<file path="src/rtl/return_scheduler.sv">
// Coin-return sequencer: idle timeout / user trigger starts a greedy return of the
// held amount in 1000/500/100 coins through a valid/ack hopper handshake.
module return_scheduler #(
  parameter int unsigned TIMEOUT = 10,
  parameter int unsigned TOTAL_W = 16
) (
  input  logic               clk,
  input  logic               reset,
  input  logic [2:0]         i_input_coin,
  input  logic [3:0]         i_select_item,
  input  logic               i_trigger_return,
  input  logic [TOTAL_W-1:0] i_current_total,
  input  logic               i_coin_ack,
  output logic               o_coin_valid,
  output logic [2:0]         o_return_coin,
  output logic [31:0]        o_wait_time,
  output logic               o_busy,
  output logic               o_done
);

  // Arithmetic is done at least 32 bits wide so coin constants never truncate.
  localparam int unsigned AW = (TOTAL_W > 32) ? TOTAL_W : 32;

  typedef enum logic [2:0] {IDLE, COUNT, LOAD, DISPENSE, DONE} state_t;

  state_t             state;
  logic [TOTAL_W-1:0] remaining;
  logic               activity;
  logic [TOTAL_W-1:0] load_value;
  logic [TOTAL_W-1:0] after_ack;

  function automatic logic [2:0] pick_coin(input logic [TOTAL_W-1:0] amt);
    logic [AW-1:0] a;
    a = AW'(amt);
    if (a >= AW'(1000))     return 3'b100;
    else if (a >= AW'(500)) return 3'b010;
    else if (a >= AW'(100)) return 3'b001;
    else                    return 3'b000;
  endfunction

  function automatic logic [AW-1:0] coin_value(input logic [2:0] coin);
    case (coin)
      3'b100:  return AW'(1000);
      3'b010:  return AW'(500);
      3'b001:  return AW'(100);
      default: return '0;
    endcase
  endfunction

  assign activity   = (|i_input_coin) || (|i_select_item);
  assign load_value = TOTAL_W'(AW'(i_current_total) - (AW'(i_current_total) % AW'(100)));
  // The presented coin never exceeds remaining, so this cannot underflow.
  assign after_ack  = TOTAL_W'(AW'(remaining) - coin_value(o_return_coin));

  always_ff @(posedge clk or posedge reset) begin
    if (reset) begin
      state         <= IDLE;
      remaining     <= '0;
      o_coin_valid  <= 1'b0;
      o_return_coin <= 3'b000;
      o_wait_time   <= '0;
      o_busy        <= 1'b0;
      o_done        <= 1'b0;
    end else begin
      o_done <= 1'b0;
      case (state)
        IDLE, COUNT: begin
          if (i_trigger_return) begin
            state       <= LOAD;
            o_wait_time <= '0;
            o_busy      <= 1'b1;
          end else if (activity) begin
            state       <= COUNT;
            o_wait_time <= 32'(TIMEOUT);
          end else if (state == COUNT) begin
            if (o_wait_time <= 32'd1) begin
              state       <= LOAD;
              o_wait_time <= '0;
              o_busy      <= 1'b1;
            end else begin
              o_wait_time <= o_wait_time - 32'd1;
            end
          end
        end
        LOAD: begin
          remaining <= load_value;
          if (load_value != '0) begin
            state         <= DISPENSE;
            o_coin_valid  <= 1'b1;
            o_return_coin <= pick_coin(load_value);
          end else begin
            state  <= DONE;
            o_done <= 1'b1;
          end
        end
        DISPENSE: begin
          if (i_coin_ack) begin
            remaining <= after_ack;
            if (after_ack == '0) begin
              state         <= DONE;
              o_coin_valid  <= 1'b0;
              o_return_coin <= 3'b000;
              o_done        <= 1'b1;
            end else begin
              o_return_coin <= pick_coin(after_ack);
            end
          end
        end
        DONE: begin
          state  <= IDLE;
          o_busy <= 1'b0;
        end
        default: state <= IDLE;
      endcase
    end
  end

endmodule

</file>
<file path="config.mk">
export PLATFORM = sky130hd
export DESIGN_NAME = return_scheduler
export DESIGN_NICKNAME = d
export VERILOG_FILES = /design/src/rtl/return_scheduler.sv
export SDC_FILE = /design/constraint.sdc
export NUM_CORES = 1
export LEC_CHECK = 0
export ABC_CLOCK_PERIOD_IN_PS = 9400
export BUFFER_PORTS_ARGS = -buffer_cell sky130_fd_sc_hd__buf_2
export CORE_UTILIZATION = 45
export CTS_CLUSTER_DIAMETER = 80
export DETAILED_ROUTE_END_ITERATION = 8
export GPL_TIMING_DRIVEN = 0
export PLACE_DENSITY_LB_ADDON = 0.3
export SYNTH_ARGS = -nofsm -noshare
export SYNTH_HDL_FRONTEND = slang
export SYNTH_SLANG_ARGS = --single-unit
export TNS_END_PERCENT = 50
</file>
<file path="constraint.sdc">
create_clock -name clk -period 9.4 [get_ports clk]
set_input_delay 0.94 -clock clk [delete_from_list [all_inputs] [get_ports clk]]
set_output_delay 0.94 -clock clk [all_outputs]
set_load 0.02 [all_outputs]
</file>
==> impl_results.md <==
- Die area: 0.0159 mm2
- Most frequent CP cell: buf_4
- Core Rows: 44
- Drt total wl: 24100 um
- Clock-pin slew on the worst setup and hold paths: 80 ps
- RSZ-0062 raised after global routing: true
- Count leader, synth: nor2_1
- Status: finished, violations left
- Worst-Margin Slew: 1090 ps
- Post-synth EDFFs: 0
- Failing checks: negative setup slack
- PortBufs: 64
- Largest area contributor in the netlist: dfrtp_1
- Worst path slowest cell: nor3_1
- Worst min path class: flip-flop to flip-flop
- Clock sink count: 55
- CP Buf/Inv Count: 23
- R2R Path End: state[0]$_DFFE_PP0P_
- Hold Path Stages: 2
- Period minus WS final: 12000 ps
- Clk_lat worst skew: 310 ps
- Die W: 126 um
- Post-cts hold buffer count: 0
- Syn avg cell area: 7.75 um2
- WS Path Type: input port to flip-flop
- Final WS setup: -2600 ps
- Root buffer cell: clkbuf_16
- Reg-to-Reg Start: o_return_coin[0]$_DFFE_PP0P_
- Initial Utilization: 0.469
- Ports: 65
- FF-to-FF path depth: 21
- Synth Register Bits: 55
- HP Start: o_coin_valid$_DFFE_PP0P_
- Seq/Total Area, Yosys: 0.199
- H-tree Lvls: 2
- Post-DRT Antenna Nets: 0
- Largest net degree at the start of global routing: 30
- Critical path arrival: 12180 ps
- Hold WS: 501 ps
- Top cells by instance count after synthesis: 109 x nor2_1, 80 x nand2_1, 59 x o21ai_0
- Vias in the first global route: 7706
- Syn Std Cell Area: 0.00692 mm2
- Iter 0 DRT Violations: 889
- WHS Endpoint: o_coin_valid$_DFFE_PP0P_
- Fin. max-slew vios: 0
- Via count: 8254
- Share of cells above drive strength 1: 0.355
- Maximum clock frequency: 83.3 MHz
- Main synth FF type: dfrtp_1
- Critical Path RT: 9580 ps
- Area growth, synth to finish: 40.9%
- First-pass GRT wire length: 36900 um
- Die height: 126 um
- Avg Vias per Cell: 6.29
- Clock tree buffer depth: 2
- Num CTS Buffers: 5
- Routed length per placed instance: 18.4 um
- Gr usage total: 0.281
- Post-route clock period utilization: 1.28
- Slew margin rel.: 0.270
- Setup crit end kind: flip-flop
- Placed Cells: 1142
- Iteration count of the initial detailed-routing pass: 6
- N_diodes: 0
- Final hold violation count: 0
- CP delay by family, top: compound AO/OA/AOI/OAI gates
- GR Overflow Total: 0
- Post-DP HPWL: 14300 um
- Ys async rst share: 1.00
- Netlist cell types: 106
- Total core area: 0.0148 mm2
- Synth top area share: 0.199
- Post-Syn Instances: 893
- Routability cong.: 0.935
- CP Launch Type: input port
- Initial antenna violation count: 0
- Syn Nets: 946
- CTS tree: yes
- R2R Setup Slk: 4660 ps
- Fin cells: 1312
- Largest cells by area after synthesis: dfrtp_1 20%, nor2_1 5.9%, xnor2_1 5.6%
- Synth Warn #: 0
- Final Skew: 8.86 ps
- Setup Viol. Count Final: 17
- Max-cap viol count: 0
- Crit-path max FO: 8
- Residual DRC count: 0
- CP max stage delay: 640 ps
- Final Net Count: 1180
[metrics by stage]
| step | instance area [um2] | worst slack, ps | utilization | TNS [ps] |
|---|---|---|---|---|
| 6_report | 9740 | -2600 | 0.660 | -28120 |
| 5_1_grt | 9740 | -3000 | 0.660 | -34660 |
| 4_1_cts | 9370 | -1980 | 0.635 | -19770 |
| 3_5_place_dp | 7650 | -3580 | 0.519 | -38750 |
| 3_3_place_gp | 7630 | -3580 | 0.517 | -38750 |
| 2_1_floorplan | 7080 | -2170 | - | -16960 |
[layer usage]
metal  vias up  share of wire  track usage
li1       3815              -            -
met1      3941           0.42        0.357
met2       396           0.48        0.486
met3       102          0.058       0.0344
met4         0          0.040        0.111
met5         -              0            0
[cell usage in the layout, fill, tap and decap left out, types with 23 or more instances in the layout]
cell type  instances
a21oi_1           48
buf_2             64
buf_4            147
buf_6             25
dfrtp_1           55
ha_1              23
inv_1             25
nand2_1           73
nor2_1           102
nor3_1            29
o21ai_0           42
xnor2_1           38
[worst max path at each step]
stage	from	to	slack [ps]	depth (start not counted)
2_1_floorplan	i_current_total[13]	o_return_coin[1]$_DFFE_PP0P_	-2170	50
3_3_place_gp	i_current_total[13]	o_return_coin[1]$_DFFE_PP0P_	-3580	49
3_5_place_dp	i_current_total[13]	o_return_coin[1]$_DFFE_PP0P_	-3580	49
4_1_cts	i_current_total[13]	o_return_coin[1]$_DFFE_PP0P_	-1980	54
5_1_grt	i_current_total[13]	o_return_coin[1]$_DFFE_PP0P_	-3000	51
6_report	i_current_total[13]	remaining[13]$_DFFE_PP0P_	-2600	63
[state kept, by name, summed over array words and instances (netlist names)]
signal	flops
o_wait_time	32
o_coin_valid	1
o_busy	1
remaining	14
o_done	1
state	3
o_return_coin	3
[area by class of cell]
class	count	area, um2
Fill cell	1160	5010
Clock buffer	5	125
Multi-Input combinational cell	781	6050
Tap cell	184	230
Buffer	27	148
Inverter	27	101
Sequential cell	55	1380
Clock inverter	3	27.5
Timing Repair Buffer	230	1680
[cells by family (layout without fill, tap and decap cells)]
| group | after synthesis | count (layout) | share of synthesized area |
|---|---|---|---|
| AOI/OAI and AO/OA | 295 | 295 | 0.320 |
| adders and majority gates | 31 | 31 | 0.0555 |
| buffers and inverters | 57 | 292 | 0.0353 |
| xor gates and xnor gates | 71 | 71 | 0.0932 |
| muxes | 8 | 8 | 0.0147 |
| and+or+nand+nor | 376 | 376 | 0.282 |
| DFF | 55 | 55 | 0.199 |
[worst min-delay path, cell delays in order, from the launching register on]
cell and delay [ps]:
dfrtp_1 370, o21ai_2 60, nand2_1 50
[repair_timing]
action,in CTS,in global routing
resized for setup,92,62
endpoints found under the setup margin,19,19
buffers inserted,144,23
pin swaps,59,64
endpoints found under the hold margin,0,0
Power is left out: the tool's default activity adds up to more than one toggle a clock period on the data nets, which glitch-free logic cannot reach.
